### config.mk
export PLATFORM = sky130hd
export DESIGN_NAME = imm_enc_flat
export DESIGN_NICKNAME = d
export VERILOG_FILES = /design/src/rtl/imm_enc_if.sv /design/src/rtl/imm_enc.sv /design/src/flat_wrapper.sv
export SDC_FILE = /design/constraint.sdc
export NUM_CORES = 1
export LEC_CHECK = 0
export CAP_MARGIN = 5
export CORE_UTILIZATION = 47
export CTS_BUF_LIST = sky130_fd_sc_hd__clkbuf_4 sky130_fd_sc_hd__clkbuf_8
export CTS_CLUSTER_DIAMETER = 40
export DETAILED_ROUTE_END_ITERATION = 10
export MAX_ROUTING_LAYER = met4
export PLACE_DENSITY_LB_ADDON = 0.3
export SLEW_MARGIN = 20
export SYNTH_ARGS = -nofsm -noshare
export SYNTH_HDL_FRONTEND = slang
export SYNTH_SLANG_ARGS = --single-unit
### constraint.sdc
create_clock -name clk -period 1.95 [get_ports clk]
set_clock_uncertainty 0.05 [all_clocks]
set_input_delay 0.195 -clock clk [delete_from_list [all_inputs] [get_ports clk]]
set_output_delay 0.195 -clock clk [all_outputs]
set_load 0.05 [all_outputs]
### src/rtl/imm_enc_if.sv
// Field-set in / instruction word out handshake bundle for the RV32 immediate encoder.
`timescale 1ns/1ps
interface imm_enc_if;
  logic        in_valid;
  logic        in_ready;
  logic [6:0]  in_opcode;
  logic [4:0]  in_rd;
  logic [4:0]  in_rs1;
  logic [4:0]  in_rs2;
  logic [2:0]  in_funct3;
  logic [6:0]  in_funct7;
  logic [31:0] in_imm;
  logic        out_valid;
  logic        out_ready;
  logic [31:0] out_instr;
  logic [2:0]  out_fmt;
  logic        out_err;

  modport master (
    output in_valid, in_opcode, in_rd, in_rs1, in_rs2, in_funct3, in_funct7, in_imm, out_ready,
    input  in_ready, out_valid, out_instr, out_fmt, out_err
  );

  modport slave (
    input  in_valid, in_opcode, in_rd, in_rs1, in_rs2, in_funct3, in_funct7, in_imm, out_ready,
    output in_ready, out_valid, out_instr, out_fmt, out_err
  );
endinterface

### src/rtl/imm_enc.sv
// RV32 instruction packer: two-stage valid/ready pipeline that places register, function
// and immediate fields by opcode format and flags unrepresentable immediates.
`timescale 1ns/1ps
module imm_enc #(
  parameter int unsigned ERR_CNT_W = 16
) (
  input  logic                 clk,
  input  logic                 rst_n,
  imm_enc_if.slave             bus,
  output logic [ERR_CNT_W-1:0] err_cnt
);

  localparam int unsigned XLEN = 32;

  typedef enum logic [2:0] {
    FMT_R  = 3'd0,
    FMT_I  = 3'd1,
    FMT_S  = 3'd2,
    FMT_SB = 3'd3,
    FMT_U  = 3'd4,
    FMT_UJ = 3'd5,
    FMT_X  = 3'd7
  } fmt_e;

  typedef struct packed {
    logic [6:0]      opcode;
    logic [4:0]      rd;
    logic [4:0]      rs1;
    logic [4:0]      rs2;
    logic [2:0]      funct3;
    logic [6:0]      funct7;
    logic [XLEN-1:0] imm;
  } fields_t;

  fields_t         in_fields_c;
  fields_t         s1_q;
  logic            s1_valid;
  logic            s2_load_c;
  logic            accept_c;
  fmt_e            fmt_c;
  logic [XLEN-1:0] imm_c;
  logic [XLEN-1:0] instr_c;
  logic            err_c;

  assign in_fields_c = '{opcode: bus.in_opcode, rd: bus.in_rd, rs1: bus.in_rs1,
                         rs2: bus.in_rs2, funct3: bus.in_funct3, funct7: bus.in_funct7,
                         imm: bus.in_imm};

  // Stage 2 refills whenever its word is gone or leaving; stage 1 follows it.
  assign s2_load_c    = !bus.out_valid || bus.out_ready;
  assign bus.in_ready = rst_n && (!s1_valid || s2_load_c);
  assign accept_c     = bus.in_valid && bus.in_ready;

  always_ff @(posedge clk or negedge rst_n) begin
    if (!rst_n) begin
      s1_valid <= 1'b0;
      s1_q     <= '0;
    end else if (accept_c) begin
      s1_valid <= 1'b1;
      s1_q     <= in_fields_c;
    end else if (s2_load_c) begin
      s1_valid <= 1'b0;
    end
  end

  // Opcode to instruction format.
  always_comb begin
    fmt_c = FMT_X;
    case (s1_q.opcode)
      7'b0000011, 7'b0001111, 7'b0011011,
      7'b1100111, 7'b1110011, 7'b0010011: fmt_c = FMT_I;
      7'b0100011:                         fmt_c = FMT_S;
      7'b1100011:                         fmt_c = FMT_SB;
      7'b1101111:                         fmt_c = FMT_UJ;
      7'b0010111, 7'b0110111:             fmt_c = FMT_U;
      7'b0110011, 7'b0111011:             fmt_c = FMT_R;
      default:                            fmt_c = FMT_X;
    endcase
  end

  assign imm_c = s1_q.imm;

  // Field packing; the word is built from truncated immediate bits even when flagged.
  always_comb begin
    instr_c = '0;
    err_c   = 1'b0;
    case (fmt_c)
      FMT_R: begin
        instr_c = {s1_q.funct7, s1_q.rs2, s1_q.rs1, s1_q.funct3, s1_q.rd, s1_q.opcode};
      end
      FMT_I: begin
        instr_c = {imm_c[11:0], s1_q.rs1, s1_q.funct3, s1_q.rd, s1_q.opcode};
        err_c   = imm_c != {{20{imm_c[11]}}, imm_c[11:0]};
      end
      FMT_S: begin
        instr_c = {imm_c[11:5], s1_q.rs2, s1_q.rs1, s1_q.funct3, imm_c[4:0], s1_q.opcode};
        err_c   = imm_c != {{20{imm_c[11]}}, imm_c[11:0]};
      end
      FMT_SB: begin
        instr_c = {imm_c[12], imm_c[10:5], s1_q.rs2, s1_q.rs1, s1_q.funct3,
                   imm_c[4:1], imm_c[11], s1_q.opcode};
        err_c   = imm_c[0] || (imm_c != {{19{imm_c[12]}}, imm_c[12:0]});
      end
      FMT_U: begin
        instr_c = {imm_c[31:12], s1_q.rd, s1_q.opcode};
        err_c   = |imm_c[11:0];
      end
      FMT_UJ: begin
        instr_c = {imm_c[20], imm_c[10:1], imm_c[11], imm_c[19:12], s1_q.rd, s1_q.opcode};
        err_c   = imm_c[0] || (imm_c != {{11{imm_c[20]}}, imm_c[20:0]});
      end
      default: begin
        instr_c = {25'b0, s1_q.opcode};
        err_c   = 1'b1;
      end
    endcase
  end

  always_ff @(posedge clk or negedge rst_n) begin
    if (!rst_n) begin
      bus.out_valid <= 1'b0;
      bus.out_instr <= '0;
      bus.out_fmt   <= 3'd0;
      bus.out_err   <= 1'b0;
    end else if (s2_load_c) begin
      bus.out_valid <= s1_valid;
      if (s1_valid) begin
        bus.out_instr <= instr_c;
        bus.out_fmt   <= fmt_c;
        bus.out_err   <= err_c;
      end
    end
  end

  // Saturating count of flagged words actually taken downstream.
  always_ff @(posedge clk or negedge rst_n) begin
    if (!rst_n) begin
      err_cnt <= '0;
    end else if (bus.out_valid && bus.out_ready && bus.out_err && !(&err_cnt)) begin
      err_cnt <= err_cnt + ERR_CNT_W'(1);
    end
  end

endmodule

### src/flat_wrapper.sv
// flat-port wrapper written by rule: the top's interface ports become plain ports
module imm_enc_flat 
#(
  parameter int unsigned ERR_CNT_W = 16
)
  (clk, rst_n, err_cnt, bus_in_valid, bus_in_opcode, bus_in_rd, bus_in_rs1, bus_in_rs2, bus_in_funct3, bus_in_funct7, bus_in_imm, bus_out_ready, bus_in_ready, bus_out_valid, bus_out_instr, bus_out_fmt, bus_out_err);
  imm_enc_if bus_i ();
  input  logic clk;
  input  logic rst_n;
  output logic [ERR_CNT_W-1:0] err_cnt;
  input wire logic [$bits(bus_i.in_valid)-1:0] bus_in_valid;
  input wire logic [$bits(bus_i.in_opcode)-1:0] bus_in_opcode;
  input wire logic [$bits(bus_i.in_rd)-1:0] bus_in_rd;
  input wire logic [$bits(bus_i.in_rs1)-1:0] bus_in_rs1;
  input wire logic [$bits(bus_i.in_rs2)-1:0] bus_in_rs2;
  input wire logic [$bits(bus_i.in_funct3)-1:0] bus_in_funct3;
  input wire logic [$bits(bus_i.in_funct7)-1:0] bus_in_funct7;
  input wire logic [$bits(bus_i.in_imm)-1:0] bus_in_imm;
  input wire logic [$bits(bus_i.out_ready)-1:0] bus_out_ready;
  output wire logic [$bits(bus_i.in_ready)-1:0] bus_in_ready;
  output wire logic [$bits(bus_i.out_valid)-1:0] bus_out_valid;
  output wire logic [$bits(bus_i.out_instr)-1:0] bus_out_instr;
  output wire logic [$bits(bus_i.out_fmt)-1:0] bus_out_fmt;
  output wire logic [$bits(bus_i.out_err)-1:0] bus_out_err;
  assign bus_i.in_valid = bus_in_valid;
  assign bus_i.in_opcode = bus_in_opcode;
  assign bus_i.in_rd = bus_in_rd;
  assign bus_i.in_rs1 = bus_in_rs1;
  assign bus_i.in_rs2 = bus_in_rs2;
  assign bus_i.in_funct3 = bus_in_funct3;
  assign bus_i.in_funct7 = bus_in_funct7;
  assign bus_i.in_imm = bus_in_imm;
  assign bus_i.out_ready = bus_out_ready;
  assign bus_in_ready = bus_i.in_ready;
  assign bus_out_valid = bus_i.out_valid;
  assign bus_out_instr = bus_i.out_instr;
  assign bus_out_fmt = bus_i.out_fmt;
  assign bus_out_err = bus_i.out_err;
  imm_enc #(.ERR_CNT_W(ERR_CNT_W)) u_core (.clk(clk), .rst_n(rst_n), .bus(bus_i), .err_cnt(err_cnt));
endmodule
==> flow_metrics.tcl, run 1 <==
set metrics [dict create \
    status "finished, violations left" \
    violations "negative setup slack" \
    synth_top_area_share_pct 54.5 \
    synth_enable_flop_cells 0 \
    leakage_nw 3.41 \
    first_pass_iters 5 \
    max_stage_delay_ns 0.55 \
    drc 0 \
    ys_ff_latch 118 \
    io_buffers 121 \
    switching_share_pct 34.1 \
    grt_pass1_wl_um 23600 \
    placed_area_sq_um 7240 \
    fp.dieW_um 109 \
    synth_top_area_cell "dfrtp_1" \
    final.setup.tns_ns -0.266 \
    clock_sinks 118 \
    synth_top_cells_by_area "dfrtp_1 54%, mux2_2 13%, nand2_1 3.5%, o21ai_0 2.6%, xnor2_1 2.1%" \
    worst_ir_drop_vdd_mv 0.684 \
    drv_slew 0 \
    vias_per_cell 5.70 \
    grt_pass1_vias 4651 \
    syn-num-nets 537 \
    yosysMostFrequentCell "dfrtp_1" \
    dp_cells 766 \
    coreArea_sq_um 11000 \
    critPathKind "reg -> reg" \
    cts-root-buf "clkbuf_8" \
    drive_gt1_share_pct 34.9 \
    row_count 38 \
    rsz0062_at_grt "yes" \
    final_area_sq_um 7950 \
    grt-busiest-layer "met2" \
    grt_use_met3_pct 5.63 \
    multi_input_area_sq_um 2540 \
    grt_use_met1_pct 36.1 \
    power_density_nw_per_um2 1020 \
    cts_made_buffers 17 \
    yosysWarnings 0 \
    yosys-top-cells-count "118 x dfrtp_1, 65 x mux2_2, 51 x nand2_1" \
    area_growth_pct 46.5 \
    fin_crit_sh_pct 106 \
    synthDistinctLibCells 59 \
    crit_arrival_ns 2.33 \
    synthFlopType "dfrtp_1" \
    tightest_slew_ns 0.630 \
    io_pins 122 \
    worst_ep_required_time_ns 2.21 \
    cp-start-kind "flip-flop" \
    synthCells 468 \
    post_drt_wl_per_cell_um 18.8 \
    cts.htree.levels 4 \
    start_util_pct 49.2 \
    grt_antenna_before_repair 0 \
    slew_headroom_pct 58.0 \
    worst-path-max-fanout 2 \
    cts_buffer_depth 2 \
    worst_hold_slack_ns 0.319 \
    setup_viol 5 \
    synth_area_sq_um 5420 \
    clkPwrFrac_pct 28.8 \
    vias 4585 \
    power_frac_seq_pct 39.9 \
    fin_nets 722 \
    routed_wl_um 15100 \
    ant_nets 0 \
    drv_cap 0 \
    overflow 0 \
    fin_ws_ns -0.114 \
    yosysSeqAreaShare_pct 54.5 \
    use_met2_pct 41.9 \
    combPwrFrac_pct 31.2 \
    dieArea_sq_um 12000 \
    syn_area_per_cell_sq_um 11.6 \
    crit_slowest_cell "or4b_4" \
    antenna_cells 0 \
    nFillCells 788 \
    die_h_um 109 \
    routabilityCongestion 0.896 \
    hold_class "in -> reg" \
    hold_viol_final 0 \
    grt_max_degree 119 \
    cts_tree "done" \
    pre_cts_slack_ns -0.129 \
    switchingPower_w 0.00276 \
    cp-end-kind "flip-flop" \
    cts.clk_slew.worst_paths_ns 0.07 \
    instances_no_fill 805 \
    async_flop_share_pct 100 \
    critical_path.cell_chain "or4_4, or4b_4, o22ai_2, a211oi_2, a211o_1" \
    clock_latency_ns 0.43 \
    dr.first_iter.drc_count 325 \
    intPower_w 0.00532 \
    grtUsageTotal_pct 27.2 \
    hpwl_um 10700 \
    min_period_ns 2.06 \
    max_freq_mhz 484 \
    layout.area.seq_sq_um 2970 \
]
## cell usage in the layout, fill, tap and decap left out, drive strengths merged, types with 7 or more instances in the layout
| cell type | count |
|---|---|
| nor2 | 17 |
| buf | 72 |
| a21oi | 18 |
| nor4 | 9 |
| mux2i | 10 |
| dfrtp | 118 |
| o21ai | 28 |
| nand4 | 8 |
| clkdlybuf4s50 | 110 |
| a221oi | 9 |
| mux2 | 65 |
| nand2 | 51 |
| clkbuf | 23 |
| nand3 | 11 |
| nand2b | 7 |
| xnor2 | 13 |
## flip-flops by register name, indices dropped and copies added (netlist names)
signal and cells:
u_core.bus.out_err 1, u_core.bus.out_valid 1, u_core.s1_q 32, u_core.s1_valid 1
u_core.bus.out_instr 32, u_core.bus.out_fmt 3, u_core.imm_c 32, u_core.err_cnt 16
## cell families (layout without fill, tap and decap cells)
logic type | after synthesis | after routing | share of synthesized area, %
AND/OR/NAND/NOR | 139 | 139 | 13.6
buffers and inverters | 31 | 228 | 2.49
adder cells (fa/ha/maj) | 1 | 1 | 0.231
multiplexers | 75 | 75 | 15.3
AO/OA/AOI/OAI | 90 | 90 | 11.7
XOR/XNOR | 14 | 14 | 2.26
flip-flops | 118 | 118 | 54.5
## critical path: cells and delay by family, from the launching register on
family,cells,cell delay (ns)
AND/OR/NAND/NOR,2,1.09
flip-flops,1,0.38
AO/OA/AOI/OAI,3,0.44
## path summary, 6_finish.rpt
path,from,end,depth (start not counted),slack (ns)
max,u_core.imm_c[23]$_DFFE_PN0P_,u_core.bus.out_err$_DFFE_PN0P_,5,-0.11
min,bus_in_imm[11],u_core.imm_c[11]$_DFFE_PN0P_,2,0.32
max reg2reg,u_core.imm_c[23]$_DFFE_PN0P_,u_core.bus.out_err$_DFFE_PN0P_,5,-0.11
min reg2reg,u_core.bus.out_instr[3]$_DFFE_PN0P_,u_core.bus.out_instr[3]$_DFFE_PN0P_,2,0.43
max in group asynchronous,rst_n,u_core.err_cnt[3]$_DFFE_PN0P_,3,1.00
min in group asynchronous,rst_n,u_core.bus.out_instr[11]$_DFFE_PN0P_,3,0.36
## metal layers
layer | vias to the layer above | part of all wire [%]
met4 | 0 | 1.3
li1 | 2113 | -
met2 | 194 | 49
met5 | - | 0
met1 | 2259 | 43
met3 | 19 | 6.2
## area by class of cell
type	count	share of cell area, %
Clock buffer	22	3.57
Clock inverter	9	1.61
Inverter	4	0.189
Multi-Input combinational cell	319	31.9
Sequential cell	118	37.4
Tap cell	140	2.20
Timing Repair Buffer	193	23.1
## repair_timing
action | CTS | global route
hold buffers | 1 | 0
setup endpoints to repair | 21 | 31
endpoints found under the hold margin | 118 | 0
resized for setup | 12 | 64
gates cloned | 0 | 1
buffers inserted | 0 | 6
pin swaps | 1 | 22
## power groups by stage
stage	clock network, W	registers, W	logic (W)
floorplan	0	0.00373	0.000817
global placement	0	0.00323	0.00234
detailed placement	0	0.00326	0.00238
CTS	0.00237	0.00322	0.00241
global route	0.00249	0.00327	0.00269
finish	0.00233	0.00323	0.00252
## through the flow
| stage | util, % | power, W |
|---|---|---|
| 6_report | 72.0 | 0.00808 |
| 3_3_place_gp | 65.6 | 0.00556 |
| 2_1_floorplan | - | 0.00455 |
| 3_5_place_dp | 65.6 | 0.00564 |
| 5_1_grt | 72.0 | 0.00846 |
| 4_1_cts | 69.8 | 0.00799 |
Note: power is estimated with default switching activity, not from simulation.
==> run 2: changes to the inputs <==
--- a/config.mk
+++ b/config.mk
@@ -6,10 +6,11 @@
 export NUM_CORES = 1
 export LEC_CHECK = 0
 export CAP_MARGIN = 5
-export CORE_UTILIZATION = 47
+export CORE_UTILIZATION = 59
 export CTS_BUF_LIST = sky130_fd_sc_hd__clkbuf_4 sky130_fd_sc_hd__clkbuf_8
 export CTS_CLUSTER_DIAMETER = 40
 export DETAILED_ROUTE_END_ITERATION = 10
+export DONT_BUFFER_PORTS = 1
 export MAX_ROUTING_LAYER = met4
 export PLACE_DENSITY_LB_ADDON = 0.3
 export SLEW_MARGIN = 20
==> constraint.sdc (replaced) <==
create_clock -name clk -period 1.95 [get_ports clk]
set_clock_uncertainty 0.05 [all_clocks]
set_input_delay 0.195 -clock clk [delete_from_list [all_inputs] [get_ports clk]]
set_output_delay 0.195 -clock clk [all_outputs]
set_load 0.01 [all_outputs]
==> flow_metrics.tcl, run 2 (synthesized netlist as in run 1, its figures left out) <==
set metrics [dict create \
    layout.area.seq_sq_um 2960 \
    ant_nets 0 \
    worst_hold_slack_ns -0.608 \
    die_h_um 97.9 \
    grtUsageTotal_pct 33.3 \
    power_density_nw_per_um2 974 \
    crit_family "simple AND/OR/NAND/NOR gates" \
    start_util_pct 61.6 \
    leakage_nw 3.04 \
    placed_area_sq_um 5940 \
    final_area_sq_um 7110 \
    cts.clk_slew.worst_paths_ns 0.08 \
    first_pass_iters 10 \
    antenna_cells 0 \
    grt_pass1_vias 4526 \
    cts-root-buf "clkbuf_8" \
    dr.first_iter.drc_count 337 \
    hold_viol_final 118 \
    hpwl_um 9160 \
    max_freq_mhz 486 \
    fin_ws_ns -0.107 \
    crit_slowest_cell "or4b_4" \
    multi_input_area_sq_um 2470 \
    area_growth_pct 31.1 \
    cp-start-kind "flip-flop" \
    coreArea_sq_um 8810 \
    grt_max_degree 120 \
    routed_wl_um 14800 \
    rsz0062_at_grt "yes" \
    drv_cap 0 \
    max_stage_delay_ns 0.55 \
    routabilityCongestion 0.966 \
    critPathBufInv 0 \
    tightest_slew_ns 0.463 \
    grt_pass1_wl_um 23700 \
    cts_tree "done" \
    cts.htree.levels 4 \
    status "finished, violations left" \
    drv_slew 0 \
    crit_arrival_ns 2.33 \
    vias_per_cell 6.22 \
    clock_latency_ns 0.44 \
    violations "design-rule violations, negative hold slack, negative setup slack" \
    clock_sinks 118 \
    cts_made_buffers 17 \
    grt_antenna_before_repair 0 \
    min_period_ns 2.06 \
    drc 9 \
    dieArea_sq_um 9580 \
    critical_path.cell_chain "or4_4, or4b_4, o22ai_2, a211oi_1, a211o_1" \
    fin_nets 658 \
    drive_gt1_share_pct 32.4 \
    critPathKind "reg -> reg" \
    worst_ir_drop_vdd_mv 0.732 \
    mostFrequentLayoutCells "114 x dfrtp_1, 65 x mux2_2, 65 x dlygate4sd3_1" \
    fin_crit_sh_pct 106 \
    slew_headroom_pct 69.1 \
    row_count 34 \
    fp.dieW_um 97.9 \
    cts_buffer_depth 2 \
    overflow 0 \
    vias 4413 \
    worst_ep_required_time_ns 2.22 \
    io_pins 122 \
    io_buffers 0 \
    post_drt_wl_per_cell_um 20.9 \
    cp-end-kind "flip-flop" \
    cts_hold_buf 65 \
    worst-path-max-fanout 2 \
    layout_commonest_cell "dfrtp_1" \
    hold_class "in -> async" \
    setup_viol 2 \
    nFillCells 535 \
]
## run 2: worst paths after layout
| check | startpoint | endpoint | slack [ns] | cells past startpoint |
|---|---|---|---|---|
| worst max-delay path | u_core.imm_c[23]$_DFFE_PN0P_ | u_core.bus.out_err$_DFFE_PN0P_ | -0.11 | 5 |
| worst min-delay path | rst_n | u_core.s1_q[32]$_DFFE_PN0P_ | -0.61 | 0 |
| worst max register to register | u_core.imm_c[23]$_DFFE_PN0P_ | u_core.bus.out_err$_DFFE_PN0P_ | -0.11 | 5 |
| worst min register to register | u_core.s1_q[52]$_DFFE_PN0P_ | u_core.s1_q[52]$_DFFE_PN0P_ | 0.46 | 1 |
| max in group asynchronous | rst_n | u_core.bus.out_instr[12]$_DFFE_PN0P_ | 2.35 | 0 |
| min in group clk | bus_in_valid | u_core.s1_valid$_DFFE_PN0P_ | 0.06 | 3 |
## run 2: layer usage
metal / routed length (um) / global-route usage, % / vias to the layer above
met5: 0 / - / -
met4: 367 / 12.7 / 0
met3: 1030 / 7.37 / 37
met2: 7590 / 54.1 / 192
met1: 5840 / 40.8 / 2212
li1: - / - / 1972
## run 2: worst register-to-register path, delay by kind of cell, from the launching register on
family	cells	cell delay [ns]
flip-flops	1	0.38
AO/OA/AOI/OAI	3	0.42
AND/OR/NAND/NOR	2	1.08
## run 2: per-stage QoR
| step | power [W] | setup TNS, ns | instances | setup slack [ns] | util, % |
|---|---|---|---|---|---|
| after CTS | 0.00679 | -0.127 | 709 | -0.127 | 79.5 |
| after detailed placement | 0.00457 | -0.319 | 612 | -0.107 | 67.4 |
| final | 0.00693 | -0.114 | 710 | -0.107 | 80.7 |
| after floorplan | 0.00402 | -0.0457 | 468 | -0.0457 | - |
| after global routing | 0.00720 | -0.272 | 710 | -0.142 | 80.7 |
| after global placement | 0.00450 | -0.0604 | 612 | -0.0595 | 67.4 |
## run 2: power breakdown
group          internal, W  leakage, nW  switching, W
clock              0.00105        0.190       0.00109
sequential         0.00284         1.45      0.000417
combinational     0.000791         1.40      0.000736
total              0.00468         3.04       0.00224
## run 2: area by class of cell
cell class / instances / area share, %
sequential: 118 / 41.6
tap: 108 / 1.90
clock inverter: 14 / 1.78
inverter: 4 / 0.211
multi-input combinational: 319 / 34.7
timing repair buffer: 129 / 16.3
clock buffer: 18 / 3.48
## run 2: repair_timing
action	in CTS	in global routing
buffers inserted	0	1
cloned	0	0
gates resized for setup	7	25
setup endpoints to repair	9	31
endpoints found under the hold margin	185	118
pin swaps	0	5
